--- config.mk ---
export PLATFORM = sky130hd
export DESIGN_NAME = pc_fetch_ctrl
export DESIGN_NICKNAME = d
export VERILOG_FILES = /design/src/rtl/pc_fetch_ctrl_pkg.sv /design/src/rtl/pc_fetch_ctrl_next_mux.sv /design/src/rtl/pc_fetch_ctrl.sv
export SDC_FILE = /design/constraint.sdc
export NUM_CORES = 1
export LEC_CHECK = 0
export ABC_AREA = 0
export BUFFER_PORTS_ARGS = -buffer_cell sky130_fd_sc_hd__buf_2
export CAP_MARGIN = 20
export CORE_ASPECT_RATIO = 0.6
export CORE_UTILIZATION = 47
export CTS_BUF_LIST = sky130_fd_sc_hd__clkbuf_8 sky130_fd_sc_hd__clkbuf_16
export DETAILED_ROUTE_END_ITERATION = 6
export PLACE_DENSITY = 0.77
export SYNTH_ARGS = -nofsm -noshare
export SYNTH_HDL_FRONTEND = slang
export SYNTH_SLANG_ARGS = --single-unit
--- constraint.sdc ---
create_clock -name clk -period 2.1 [get_ports clk]
set_input_delay 0.42 -clock clk [delete_from_list [all_inputs] [get_ports clk]]
set_output_delay 0.42 -clock clk [all_outputs]
set_load 0.01 [all_outputs]
--- src/rtl/pc_fetch_ctrl_pkg.sv ---
// Shared definitions for the fetch front end: PCSel codes (owned jointly with
// the PC selector), fetch FSM states and default reset/exception addresses.
package pc_fetch_ctrl_pkg;

  typedef enum logic [2:0] {
    PCSEL_PC4    = 3'b000,
    PCSEL_IMMJ   = 3'b001,
    PCSEL_EPC    = 3'b010,
    PCSEL_EXC    = 3'b011,
    PCSEL_BRANCH = 3'b100,
    PCSEL_JR     = 3'b101
  } pcsel_e;

  typedef enum logic [1:0] {
    S_REQ  = 2'd0,
    S_WAIT = 2'd1,
    S_HOLD = 2'd2
  } fetch_state_e;

  localparam logic [31:0] RESET_PC_DEFAULT   = 32'hBFC0_0000;
  localparam logic [31:0] EXC_VECTOR_DEFAULT = 32'hBFC0_0380;

  function automatic logic [31:0] pc_add4(input logic [31:0] pc);
    return pc + 32'd4;
  endfunction

endpackage

--- src/rtl/pc_fetch_ctrl_next_mux.sv ---
// pc_next_mux: decodes the PCSel redirect code into {redirect, target}.
// Undefined codes (110/111) behave like sequential PC4.
module pc_next_mux
  import pc_fetch_ctrl_pkg::*;
#(
  parameter logic [31:0] EXC_VECTOR = EXC_VECTOR_DEFAULT
) (
  input  logic [2:0]  PCSel,
  input  logic [31:0] JumpAddr,
  input  logic [31:0] BranchAddr,
  input  logic [31:0] JRAddr,
  input  logic [31:0] EPCAddr,
  output logic        redirect,
  output logic [31:0] target
);

  always_comb begin
    redirect = 1'b0;
    target   = '0;
    case (PCSel)
      PCSEL_IMMJ:   begin redirect = 1'b1; target = JumpAddr;   end
      PCSEL_EPC:    begin redirect = 1'b1; target = EPCAddr;    end
      PCSEL_EXC:    begin redirect = 1'b1; target = EXC_VECTOR; end
      PCSEL_BRANCH: begin redirect = 1'b1; target = BranchAddr; end
      PCSEL_JR:     begin redirect = 1'b1; target = JRAddr;     end
      default:      ;
    endcase
  end

endmodule

--- src/rtl/pc_fetch_ctrl.sv ---
// Instruction-fetch front end: one outstanding SRAM-like request, one-deep
// output buffer to IF/ID, redirect flush. Optional PCFETCH_ADEL_EN flags misaligned PCs.
module pc_fetch_ctrl
  import pc_fetch_ctrl_pkg::*;
#(
  parameter logic [31:0] RESET_PC   = RESET_PC_DEFAULT,
  parameter logic [31:0] EXC_VECTOR = EXC_VECTOR_DEFAULT
) (
  input  logic        clk,
  input  logic        resetn,
  input  logic [2:0]  PCSel,
  input  logic [31:0] JumpAddr,
  input  logic [31:0] BranchAddr,
  input  logic [31:0] JRAddr,
  input  logic [31:0] EPCAddr,
  output logic        inst_req,
  output logic [31:0] inst_addr,
  input  logic        inst_addr_ok,
  input  logic        inst_data_ok,
  input  logic [31:0] inst_rdata,
  output logic        IF_Valid,
  output logic [31:0] IF_PC,
  output logic [31:0] IF_Instr,
  output logic        IF_AdEL,
  input  logic        ID_Ready
);

`ifdef PCFETCH_ADEL_EN
  localparam logic ADEL_EN = 1'b1;
`else
  localparam logic ADEL_EN = 1'b0;
`endif

  fetch_state_e state;
  logic [31:0]  pc;
  logic [31:0]  fetch_pc;
  logic [31:0]  pend_pc;
  logic         pend_v;
  logic         discard;
  logic [31:0]  buf_pc;
  logic [31:0]  buf_instr;
  logic         buf_adel;

  logic         redirect;
  logic [31:0]  target;
  logic         misaligned;

  pc_next_mux #(
    .EXC_VECTOR (EXC_VECTOR)
  ) u_next_mux (
    .PCSel      (PCSel),
    .JumpAddr   (JumpAddr),
    .BranchAddr (BranchAddr),
    .JRAddr     (JRAddr),
    .EPCAddr    (EPCAddr),
    .redirect   (redirect),
    .target     (target)
  );

  assign misaligned = ADEL_EN && (pc[1:0] != 2'b00);

  assign inst_req  = resetn && (state == S_REQ) && !misaligned;
  assign inst_addr = ADEL_EN ? pc : {pc[31:2], 2'b00};

  assign IF_Valid = (state == S_HOLD);
  assign IF_PC    = buf_pc;
  assign IF_Instr = buf_instr;
  assign IF_AdEL  = buf_adel && ADEL_EN;

  always_ff @(posedge clk or negedge resetn) begin
    if (!resetn) begin
      state     <= S_REQ;
      pc        <= RESET_PC;
      fetch_pc  <= '0;
      pend_pc   <= '0;
      pend_v    <= 1'b0;
      discard   <= 1'b0;
      buf_pc    <= '0;
      buf_instr <= '0;
      buf_adel  <= 1'b0;
    end else begin
      case (state)
        S_REQ: begin
          if (misaligned) begin
            // No bus request was issued, so a redirect simply replaces the PC.
            if (redirect) begin
              pc <= target;
            end else begin
              buf_pc    <= pc;
              buf_instr <= '0;
              buf_adel  <= 1'b1;
              state     <= S_HOLD;
            end
          end else if (inst_addr_ok) begin
            fetch_pc <= pc;
            pend_v   <= 1'b0;
            state    <= S_WAIT;
            if (redirect) begin
              discard <= 1'b1;
              pc      <= target;
            end else if (pend_v) begin
              discard <= 1'b1;
              pc      <= pend_pc;
            end else begin
              pc <= pc_add4(pc);
            end
          end else if (redirect) begin
            // inst_addr must hold until accepted; park the target.
            pend_v  <= 1'b1;
            pend_pc <= target;
          end
        end
        S_WAIT: begin
          if (inst_data_ok) begin
            state   <= S_REQ;
            discard <= 1'b0;
            if (redirect) begin
              pc <= target;
            end else if (!discard) begin
              buf_pc    <= fetch_pc;
              buf_instr <= inst_rdata;
              buf_adel  <= 1'b0;
              state     <= S_HOLD;
            end
          end else if (redirect) begin
            discard <= 1'b1;
            pc      <= target;
          end
        end
        S_HOLD: begin
          if (redirect) begin
            pc    <= target;
            state <= S_REQ;
          end else if (ID_Ready) begin
            state <= S_REQ;
          end
        end
        default: state <= S_REQ;
      endcase
    end
  end

endmodule

==> impl.org, run 1 <==
** Power and ir drop
- Fraction of power spent switching nets :: 36.6%
- Fraction of power consumed by the clock network :: 21.0%
- In this run the power density over the cells is 1320 nW/um^2.
- Internal Dissipation :: 9390 uW
- IR Drop Worst-Case VDD :: 0.820 mV
- The share of total power dissipated in combinational logic is 41.5%.
- In this run the power spent charging and discharging nets is 5430 uW.
- Fraction of power consumed by sequential logic :: 37.5%
- Leakage :: 0.00548 uW

** Place
- In this run the tool buffered the top-level ports with 263 buffer cells.
- Global placement routability congestion :: 0.938
- In this run, placement finished with an instance count of 1312.
- The HPWL after detailed placement is 19.8 mm.

** Final layout
- Relative to the synthesized area, the layout overhead comes to 28.8%.
- The top cell types in the final layout, fill and taps aside, are 262 x buf_2, 155 x dfrtp_1, 130 x mux2_2.
- Total area of multi-input combinational cells :: 4040 um^2
- In the final design database the tool counted 1263 nets.
- For this run, the number of standard cells in the final layout without fillers is 1344.
- The number of antenna diodes in the final layout is 0.
- Seq. cell area :: 4120 um^2
- Fraction of layout cells with a size suffix above 1 :: 50.2%
- The library cell used most frequently in the layout, excluding fill and tap cells, is buf_2.
- After filler insertion, the fill cell instance count of the layout stands at 1497.

** Global route
- For met2 alone, demand over resource in global routing was 41.3%.
- Global-route track usage on met1 :: 39.0%
- The number of global-route vias before repair was 7218.
- Number of antenna violations at the first check in global routing :: 0
- Global routing usage summed across all routing layers :: 27.8%
- Remaining global-route overflow :: 0
- Peak-usage layer in the global routing report :: met2
- Pin count of the biggest net entering global routing :: 95
- GRT met3 Usage :: 8.86%
- Wire length of the first global-routing pass :: 39.6 mm

** Drt
- The detailed router placed 7538 vias in this run.
- The final layout contains routed wiring with a total length of 25.8 mm.
- Before antenna repair, the detailed router went through 7 iterations.
- Average routed wire per standard cell :: 19.2 um
- Number of DRC violations after detailed-routing iteration 0 :: 684
- In this run the remaining antenna-violating nets after routing total 0.
- Remaining routing DRC violations :: 0
- Vias per inst :: 5.61

** Clock tree
- Clock-pin slew on the worst setup and hold paths :: 0.07 ns
- Clock tree from TritonCTS :: built
- In this run the number of H-tree levels came out at 4.
- Hold bufs inserted after CTS :: 0
- Count of clock tree sinks :: 164
- Total clock buffers created by CTS :: 17
- CTS Root Buffer Type :: clkbuf_16
- Clock latency reported for the late side of the worst-skew pair :: 0.43 ns
- In this run the deepest clock path goes through 2 buffers.

** Critical path
- Crit start category :: register
- The worst setup path is captured at a register.
- Arr. time, crit path :: 2.35 ns
- The signal on the critical path passes through inv_1 -> ha_1 -> or4b_4 -> nand3_2 -> buf_4 -> nor2_1 -> a221oi_2 -> o21ai_1.
- Category of the most critical setup path :: register to register
- Peak per-stage delay on the critical path :: 0.48 ns
- In this run the worst path has a maximum fanout of 10.
- The slowest stage of the critical path belongs to the cell or4b_4.
- For the worst setup path, the data required time is 2.40 ns.

** Logic synthesis
- The synthesized design contains 0 enable-type register cells.
- By area the synthesized netlist is led by dfrtp_1 44%, mux2_2 17%, o21ai_0 3.4%, buf_4 3.0%, nand2_1 2.8%.
- Mean instance size in the synthesized netlist :: 11.0 um^2
- After synthesis, the share of flip-flops with an asynchronous set or reset is 100%.
- After technology mapping, the gate count stands at 793.
- Portion of the post-synthesis area used by sequential elements :: 47.2%
- Area share of the largest cell type after synthesis :: 44.5%
- The synthesized design contains 164 register bits.
- The Yosys step of the flow raised 0 warnings.
- Total standard cell area after synthesis :: 8720 um^2
- Synth cell types :: 74
- Leading area contributor after synthesis :: dfrtp_1
- The most used flip-flop cell after synthesis is dfrtp_1.

** Timing
- Final count of pins violating max slew :: 0
- Based on the critical path, the design can be clocked at up to 0.488 GHz.
- Setup violations remaining at the end of the flow were counted as 0.
- Slew at the pin closest to its max-slew limit :: 0.876 ns
- For the finished layout, the period the worst path requires is 2.05 ns.
- Of the available clock period, the critical path in the final layout requires 97.6%.
- Slew margin rel. :: 41.6%
- Fin Hold WS :: 0.0656 ns
- Setup clock skew after layout :: 0.0142 ns
- Count of endpoints failing hold in the final timing report :: 0

** Hold path
- The tightest min-delay check is of the input port to asynchronous set/reset pin type.

** Floorplan
- The die covers 19100 um^2.
- Area of the core region :: 18100 um^2
- For this configuration, the core starts out at a cell density of 48.1%.
- Die width :: 178 um
- The initialized floorplan defines 38 standard-cell rows.
- Die span in y :: 108 um
- Ports :: 267

** Run status
- Outcome :: complete, no violations

** Job
- Total of max-cap violations :: 0
[final cells by class]
class	instances	area share, %
clock buffers	18	3.91
flip-flops and latches	164	36.6
multi-input cells	532	36.0
inverters	15	0.501
well taps	240	2.67
clock inverters	14	1.31
repair buffers	361	19.0
[kinds of logic (layout without fill, tap and decap cells)]
family	count (synthesis)	count (layout)	share of synthesized area, %
AOI/OAI and AO/OA	186	186	14.4
xor gates and xnor gates	13	13	1.31
adders and majority gates	4	4	0.574
buffers and inverters	99	408	6.92
DFF	164	164	47.2
muxes	143	143	18.4
other	1	3	0.0430
and+or+nand+nor	183	183	11.2
[per-layer routing]
metal	up-vias	routed length (um)
li1	3464	-
met3	33	2590
met4	0	445
met1	3663	11300
met5	-	0
met2	378	11500
[cell usage after synthesis (all sizes together) (3+ instances only)]
master	n
a21oi	27
mux2i	7
dfrtp	155
a22oi	21
dfstp	9
nand2b	4
nor4bb	5
a2bb2oi	3
and3	3
nand4	16
nand3	12
nor3	10
clkbuf	20
o21a	3
o211ai	11
a22o	8
a221oi	5
mux2	136
and2	6
nand2	66
buf	64
a221o	6
a211oi	3
a31oi	12
o32ai	5
o21ai	60
nor4	3
ha	4
nor2	42
inv	14
xnor2	6
nor2b	5
xor2	7
[stage by stage]
stage	total power [uW]	setup WS, ns	cell area (um^2)	util, %	TNS (ns)
final	14800	0.0510	11200	62.0	0
after global routing	15700	-0.00903	11200	62.0	-0.0105
after CTS	14800	0.0186	11200	61.9	0
after detailed placement	11600	-0.170	10600	58.6	-4.11
after global placement	11300	-0.0793	10600	58.6	-0.232
after floorplan	9280	0.113	8730	-	0
[worst max-delay path, delay by kind of cell, from the launching register on]
| family | cells | cell delay, ns |
|---|---|---|
| and+or+nand+nor | 3 | 0.66 |
| DFF | 1 | 0.39 |
| AOI/OAI and AO/OA | 2 | 0.33 |
| adders and majority gates | 1 | 0.29 |
| buffers and inverters | 2 | 0.25 |
[sequential cells by signal (all words and copies together), names as in the netlist]
| signal | flops |
|---|---|
| pend_v | 1 |
| IF_Instr | 32 |
| discard | 1 |
| pend_pc | 32 |
| pc | 32 |
| state | 2 |
| fetch_pc | 32 |
| IF_PC | 32 |
[worst paths after layout]
check | from | endpoint | slack [ns] | cells past startpoint
min in group clk | inst_rdata[9] | IF_Instr[9] | 0.21 | 2
worst max-delay path | state[1] | pc[18] | 0.05 | 8
worst min-delay path | resetn | pend_pc[3] | 0.07 | 2
worst max register to register | state[1] | pc[18] | 0.05 | 8
max in group asynchronous | resetn | IF_PC[18] | 1.28 | 2
worst min register to register | pend_pc[30] | pend_pc[30] | 0.48 | 2
[power groups by stage]
stage	clock network [uW]	logic (uW)	registers [uW]
after floorplan	0	3560	5720
after global placement	0	5820	5490
after detailed placement	0	5990	5580
after CTS	3180	6070	5540
after global routing	3320	6690	5730
final	3110	6150	5550
[repair_timing]
action / CTS / global route
hold endpoints to repair: 0 / 0
buffers inserted: 0 / 0
gates resized for setup: 2 / 7
setup endpoints to repair: 2 / 7
pin swaps: 0 / 1
No activity file was read; power rests on OpenSTA's default activity.
==> run 2, diff against run 1 <==
--- a/config.mk
+++ b/config.mk
@@ -9,10 +9,10 @@
 export BUFFER_PORTS_ARGS = -buffer_cell sky130_fd_sc_hd__buf_2
 export CAP_MARGIN = 20
 export CORE_ASPECT_RATIO = 0.6
-export CORE_UTILIZATION = 47
+export CORE_UTILIZATION = 50
 export CTS_BUF_LIST = sky130_fd_sc_hd__clkbuf_8 sky130_fd_sc_hd__clkbuf_16
 export DETAILED_ROUTE_END_ITERATION = 6
-export PLACE_DENSITY = 0.77
+export PLACE_DENSITY = 0.78
 export SYNTH_ARGS = -nofsm -noshare
 export SYNTH_HDL_FRONTEND = slang
 export SYNTH_SLANG_ARGS = --single-unit
==> constraint.sdc (replaced) <==
create_clock -name clk -period 2.2 [get_ports clk]
set_input_delay 0.33 -clock clk [delete_from_list [all_inputs] [get_ports clk]]
set_output_delay 0.33 -clock clk [all_outputs]
set_load 0.01 [all_outputs]
==> impl.org, run 2 (synthesized netlist as in run 1, its figures left out) <==
** Global route
- Wire length of the first global-routing pass :: 35.9 mm (was 39.6 mm)
- The largest net degree at the start of global routing came to 165 (was 95).
- Number of antenna violations at the first check in global routing :: 0 (unchanged)
- Global routing usage summed across all routing layers :: 25.5% (was 27.8%)
- Via count of the first global-routing pass :: 7133 (was 7218)
- Remaining global-route overflow :: 0 (unchanged)

** Final layout
- The final core utilization came to 65.5% (was 62.0%).
- Area added between synthesis and finish :: 24.9% (was 28.8%)
- Commonest non-fill, non-tap cells in the layout :: 262 x buf_2, 155 x dfrtp_1, 130 x mux2_2 (unchanged)
- The layout cell share with drive strength beyond 1 came to 47.7% (was 50.2%).
- The register area came to 4120 um^2 (unchanged).
- The count of non-filler cells in the finished layout is 1281 (was 1344).
- The most frequent standard cell in the layout excluding fill and tap cells was buf_2 (unchanged).
- The antenna diode count was 0 (unchanged).
- Filler Cells Inserted :: 1325 (was 1497)
- The final layout net count was 1212 (was 1263).
- Total area of multi-input combinational cells :: 4050 um^2 (was 4040 um^2)

** Floorplan
- Area of the core region :: 16600 um^2 (was 18100 um^2)
- Ports :: 267 (unchanged)
- The number of cell rows was 36 (was 38).
- The initial cell density of the core was 52.5% (was 48.1%).
- Die width :: 172 um (was 178 um)
- The vertical die dimension came to 104 um (was 108 um).
- Die Area :: 18000 um^2 (was 19100 um^2)

** Drt
- Total routed wirelength :: 22.7 mm (was 25.8 mm)
- Remaining routing DRC violations :: 0 (unchanged)
- Count of TritonRoute iterations in the first routing pass :: 5 (was 7)
- The number of antenna-violating nets in the routed design came to 0 (unchanged).
- Vias after detailed routing :: 7239 (was 7538)
- Average routed wire per standard cell :: 17.7 um (was 19.2 um)
- Number of DRC violations after detailed-routing iteration 0 :: 493 (was 684)
- The detail-routed via count per cell came to 5.65 (was 5.61).

** Critical path
- Category of the most critical setup path :: register to register (unchanged)
- Flop-to-flop setup slack :: 0.08 ns (was 0.05 ns)
- The critical path startpoint category is a register (unchanged).
- The largest fanout of any net on the critical path is 14 (was 10).
- The data arrival time of the worst path came to 2.41 ns (was 2.35 ns).
- Required time of the critical path :: 2.49 ns (was 2.40 ns)
- The kind of end point of the critical path was a register (unchanged).

** Timing
- The clock skew after layout is 0.0129 ns (was 0.0142 ns).
- F_max :: 0.472 GHz (was 0.488 GHz)
- The final number of max-transition violations came to 0 (unchanged).
- The headroom to the max-slew limit was 40.2% (was 41.6%).
- Count of endpoints failing hold in the final timing report :: 0 (unchanged)
- Clock period minus final worst setup slack :: 2.12 ns (was 2.05 ns)
- Slew at the pin closest to its max-slew limit :: 0.898 ns (was 0.876 ns)
- Fin Hold WS :: 0.0347 ns (was 0.0656 ns)
- Final setup violation count :: 0 (unchanged)
- The final worst-path cycle share came to 96.4% (was 97.6%).

** Clock tree
- Hold bufs inserted after CTS :: 0 (unchanged)
- The clock latency of the later-clocked register in the worst-skew pair was 0.42 ns (was 0.43 ns).
- Total clock buffers created by CTS :: 17 (unchanged)
- Max Root-Sink Buffers :: 2 (unchanged)
- Count of clock tree sinks :: 164 (unchanged)
- The clock tree from TritonCTS was built (unchanged).
- CTS H-tree depth :: 4 (unchanged)
- The clock tree root driver cell is clkbuf_16 (unchanged).
- The buffers inserted during post-CTS setup optimization came to 0 (unchanged).
- The register clock-pin slew on the reported worst setup and hold paths is 0.07 ns (about the same).

** Place
- The number of buffer cells added on primary ports came to 263 (unchanged).
- The final HPWL from detailed placement was 16.4 mm (was 19.8 mm).
- Global placement routability congestion :: 0.834 (was 0.938)
- The number of cells in the design after placement came to 1248 (was 1312).

** Job
- Total of max-cap violations :: 0 (unchanged)

** Hold path
- The class of the tightest hold or removal check is input port to asynchronous set/reset pin (unchanged).

** Run status
- Outcome: complete, no violations (unchanged).

** Power and ir drop
- The leakage power figure was 0.00525 uW (was 0.00548 uW).
- The maximum VDD drop came to 0.613 mV (was 0.820 mV).
- Power per Cell Area :: 1290 nW/um^2 (was 1320 nW/um^2)
run 2: area by class of cell:
cell class | count | share of cell area (%)
flip-flops and latches | 164 | 37.8
multi-input cells | 532 | 37.2
repair buffers | 310 | 16.3
clock buffers | 19 | 4.16
well taps | 228 | 2.62
clock inverters | 13 | 1.45
inverters | 15 | 0.517
run 2: what timing repair did:
action,CTS,global route
gates resized for setup,2,8
gates cloned,0,1
endpoints found under the setup margin,6,5
run 2: report_power, final:
part | internal, uW | switching (uW)
clock network | 1840 | 1210
registers | 4450 | 890
logic | 2690 | 2910
total | 8990 | 5020
run 2: final timing paths:
path	endpoint	start	cells past startpoint
setup / recovery	pc[13]	state[1]	7
hold / removal	IF_PC[1]	resetn	2
setup reg to reg	pc[13]	state[1]	7
hold reg to reg	pend_pc[30]	pend_pc[30]	2
max in group asynchronous	pend_pc[19]	resetn	2
min in group clk	IF_Instr[8]	inst_rdata[8]	2
run 2: per-layer routing:
layer	global-route usage [%]	part of all wire, %
met1	34.0	44
met2	42.1	48
met3	5.29	6.4
met4	6.19	1.3
met5	0	0
run 2: critical path, stage by stage (launching register included):
cell	delay [ns]
dfrtp_1	0.39
inv_1	0.10
ha_4	0.32
or4b_4	0.49
and3_2	0.26
buf_6	0.17
a22oi_1	0.17
o21ai_0	0.11
run 2: metrics by stage:
stage	power [uW]	setup TNS [ns]	worst slack, ns	area [um^2]
2_1_floorplan	8860	0	0.213	8730
3_3_place_gp	10500	0	0.0632	10200
3_5_place_dp	10800	-0.0239	-0.0127	10200
4_1_cts	13900	0	0.0539	10800
5_1_grt	14900	-0.0162	-0.0162	10900
6_report	14000	0	0.0797	10900
==> run 3, diff against run 2 <==
--- a/config.mk
+++ b/config.mk
@@ -8,11 +8,13 @@
 export ABC_AREA = 0
 export BUFFER_PORTS_ARGS = -buffer_cell sky130_fd_sc_hd__buf_2
 export CAP_MARGIN = 20
+export CELL_PAD_IN_SITES_DETAIL_PLACEMENT = 0
+export CELL_PAD_IN_SITES_GLOBAL_PLACEMENT = 1
 export CORE_ASPECT_RATIO = 0.6
-export CORE_UTILIZATION = 50
+export CORE_UTILIZATION = 40
 export CTS_BUF_LIST = sky130_fd_sc_hd__clkbuf_8 sky130_fd_sc_hd__clkbuf_16
 export DETAILED_ROUTE_END_ITERATION = 6
-export PLACE_DENSITY = 0.78
+export PLACE_DENSITY_LB_ADDON = 0.1
 export SYNTH_ARGS = -nofsm -noshare
 export SYNTH_HDL_FRONTEND = slang
 export SYNTH_SLANG_ARGS = --single-unit
==> impl.org, run 3 (synthesized netlist as in run 1, its figures left out) <==
** Floorplan
- Die Area :: 22400 um^2 (was 18000 um^2)
- The core outline area was 21200 um^2 (was 16600 um^2).
- Ports :: 267 (unchanged)
- Initial cell density of the core :: 41.2% (was 52.5%)
- Die width :: 193 um (was 172 um)
- Count of standard-cell rows :: 41 (was 36)
- Die span in y :: 116 um (was 104 um)

** Place
- Input/output buffers :: 263 (unchanged)
- Global placement routability congestion :: 0.824 (was 0.834)
- The worst setup slack before clock tree synthesis came to 0.0907 ns (was -0.0127 ns).
- The final HPWL from detailed placement is 17.7 mm (was 16.4 mm).

** Critical path
- The start-to-end type of the worst setup path is register to register (unchanged).
- Flop-to-flop setup slack :: 0.12 ns (was 0.08 ns)
- Critical path depth in cells :: 7 (unchanged)
- The startpoint of the most critical setup path is state[1] (unchanged).
- Peak per-stage delay on the critical path :: 0.48 ns (was 0.49 ns)
- The destination of the worst register-to-register timing path is pc[28] (was pc[13]).
- Sequence of cells on the critical path: inv_1 -> ha_1 -> or4b_4 -> and3_2 -> buf_4 -> a22oi_1 -> o311ai_1 (was inv_1 -> ha_4 -> or4b_4 -> and3_2 -> buf_6 -> a22oi_1 -> o21ai_0).
- Slowest stage cell on the critical path :: or4b_4 (unchanged)
- The required time of the critical path was 2.53 ns (was 2.49 ns).
- The critical path startpoint category is a register (unchanged).
- Sort of element at the end of the critical path :: register (unchanged)
- End point of the critical path :: pc[28] (was pc[13])
- FF-to-FF path depth :: 7 (unchanged)
- The number of buffer and inverter stages on the critical path came to 2 (unchanged).
- CP max FO :: 12 (was 14)
- Cell class contributing the biggest share of worst-path delay :: simple AND/OR/NAND/NOR gates (unchanged)
- Arr. time, crit path :: 2.42 ns (was 2.41 ns)
- Worst flop-to-flop path startpoint :: state[1] (unchanged)

** Clock tree
- The number of H-tree branching levels was 4 (unchanged).
- The TritonCTS buffer count came to 17 (unchanged).
- Clock-pin slew on the worst setup and hold paths :: 0.06 ns (was 0.07 ns)
- Max Root-Sink Buffers :: 2 (unchanged)
- Clock latency reported for the late side of the worst-skew pair :: 0.43 ns (was 0.42 ns)
- Post-CTS setup buffer count :: 0 (unchanged)
- Count of clock tree sinks :: 164 (unchanged)
- The clock tree from TritonCTS is built (unchanged).
- CTS Root Buffer Type :: clkbuf_16 (unchanged)

** Drt
- The count of TritonRoute iterations in the first routing pass is 7 (was 5).
- Sum of met3 wire segment lengths after detailed routing :: 1.07 mm (was 1.45 mm)
- The uppermost layer routed was met4 (unchanged).
- The count of routing violations after the opening detailed-route iteration was 350 (was 493).
- Vias after detailed routing :: 7063 (was 7239)
- The met2 layer wire length in the routed design came to 10.9 mm (about the same).
- Vias per inst :: 5.27 (was 5.65)
- Average routed wire per standard cell :: 18.0 um (was 17.7 um)
- The wire length the detailed router placed on met1 is 11.8 mm (was 10.0 mm).
- The total wire length came to 24.1 mm (was 22.7 mm).
- The final routed DRC violation total was 20 (was 0).
- Antenna violation net count after detailed routing :: 0 (unchanged)

** Run status
- Outcome :: complete, but fails checks (was complete, no violations)
- The checks that failed: design-rule violations.

** Timing
- Final setup violation count :: 0 (unchanged)
- The maximum clock frequency is 0.480 GHz (was 0.472 GHz).
- Setup clock skew after layout :: 0.00541 ns (was 0.0129 ns)
- Clock period minus final worst setup slack :: 2.08 ns (was 2.12 ns)
- RSZ-0062 raised after global routing :: false
- The final setup slack of the worst path was 0.115 ns (was 0.0797 ns).
- Setup TNS after final layout :: 0 ns (unchanged)
- The final number of max-transition violations was 0 (unchanged).
- The final worst-path cycle share came to 94.8% (was 96.4%).
- The measured slew at the worst slew-check pin was 0.676 ns (was 0.898 ns).
- Slew margin rel. :: 54.9% (was 40.2%)
- Count of endpoints failing hold in the final timing report :: 0 (unchanged)

** Power and ir drop
- Fraction of power spent switching nets :: 35.6% (was 35.8%)
- Power per Cell Area :: 1250 nW/um^2 (was 1290 nW/um^2)
- The internal power contribution was 8860 uW (was 8990 uW).
- Combinational cell fraction of total power :: 40.8% (was 40.0%)
- Fraction of power consumed by the clock network :: 21.0% (was 21.8%)
- The reported net switching power came to 4910 uW (was 5020 uW).
- Leakage :: 0.00529 uW (was 0.00525 uW)
- IR Drop Worst-Case VDD :: 0.643 mV (was 0.613 mV)
- Fraction of power consumed by sequential logic :: 38.2% (was 38.1%)

** Final layout
- The register area came to 4120 um^2 (unchanged).
- The most frequent standard cell in the layout excluding fill and tap cells was buf_2 (unchanged).
- The final-layout fill cell count is 2005 (was 1325).
- Total area of multi-input combinational cells :: 4020 um^2 (was 4050 um^2)
- Area added between synthesis and finish :: 26.0% (was 24.9%)
- The antenna diode count was 0 (unchanged).
- Commonest non-fill, non-tap cells in the layout :: 262 x buf_2, 155 x dfrtp_1, 130 x mux2_2 (unchanged)
- The layout cell share with drive strength beyond 1 was 47.5% (was 47.7%).
- The final layout net count was 1221 (was 1212).

** Global route
- The combined global-route utilization of all metal layers is 21.8% (was 25.5%).
- Wire length of the first global-routing pass :: 37.1 mm (was 35.9 mm)
- The largest net degree at the start of global routing came to 116 (was 165).
- The number of global-route vias before repair was 6803 (was 7133).
- Number of antenna violations at the first check in global routing :: 0 (unchanged)
- Remaining global-route overflow :: 0 (unchanged)

** Hold path
- The class of the tightest hold or removal check is input port to register (was input port to asynchronous set/reset pin).

** Job
- Total of max-cap violations :: 0 (unchanged)
==> run 3: cell count changes in the layout (fill, tap and decap cells not counted), sizes merged <==
| cell | delta |
|---|---|
| dlygate4sd3 | +1 |
| bufinv | -1 |
| inv | +1 |
| buf | +8 |
==> run 3: power by group through the flow <==
| stage | logic, uW | clock network [uW] | registers, uW |
|---|---|---|---|
| 6_report | 5620 | 2890 | 5270 |
| 5_1_grt | 6210 | 3110 | 5470 |
| 4_1_cts | 5560 | 2980 | 5280 |
| 3_5_place_dp | 5550 | 0 | 5320 |
| 3_3_place_gp | 5470 | 0 | 5290 |
| 2_1_floorplan | 3400 | 0 | 5460 |
==> run 3: area by class of cell <==
type,instances,area share [%]
Clock buffer,19,4.12
Inverter,15,0.512
Tap cell,279,3.18
Clock inverter,13,1.08
Sequential cell,164,37.4
Timing Repair Buffer,319,17.1
Multi-Input combinational cell,532,36.6
==> run 3: how the worst min path moves through the flow <==
stage	from	to	slack [ns]	cells past startpoint
after global placement	resetn	IF_Instr[8]	0.15	1
after global routing	inst_rdata[9]	IF_Instr[9]	0.11	2
after floorplan	resetn	IF_Instr[0]	0.03	0
after CTS	inst_rdata[8]	IF_Instr[8]	0.1	2
final	inst_rdata[8]	IF_Instr[8]	0.12	2
after detailed placement	resetn	IF_Instr[6]	0.15	1
==> run 3: what timing repair did <==
item	4_1_cts	5_1_grt
endpoints found under the setup margin	0	2
hold buffers	1	0
resized for setup	0	3
endpoints found under the hold margin	10	0
==> run 3: metal layers <==
metal / up-vias / track usage (%)
met3: 23 / 4.75
li1: 3388 / -
met5: - / 0
met2: 155 / 33.6
met1: 3497 / 31.2
met4: 0 / 5.30
==> run 3: stage by stage <==
step | hold slack, ns | utilization [%] | cells | area, um^2 | total power (uW)
finish | 0.118 | 51.9 | 1341 | 11000 | 13800
floorplan | 0.0344 | - | 795 | 8730 | 8860
CTS | 0.0988 | 51.7 | 1340 | 11000 | 13800
detailed placement | 0.153 | 49.0 | 1307 | 10400 | 10900
global placement | 0.152 | 49.0 | 1307 | 10400 | 10800
global route | 0.106 | 51.9 | 1341 | 11000 | 14800
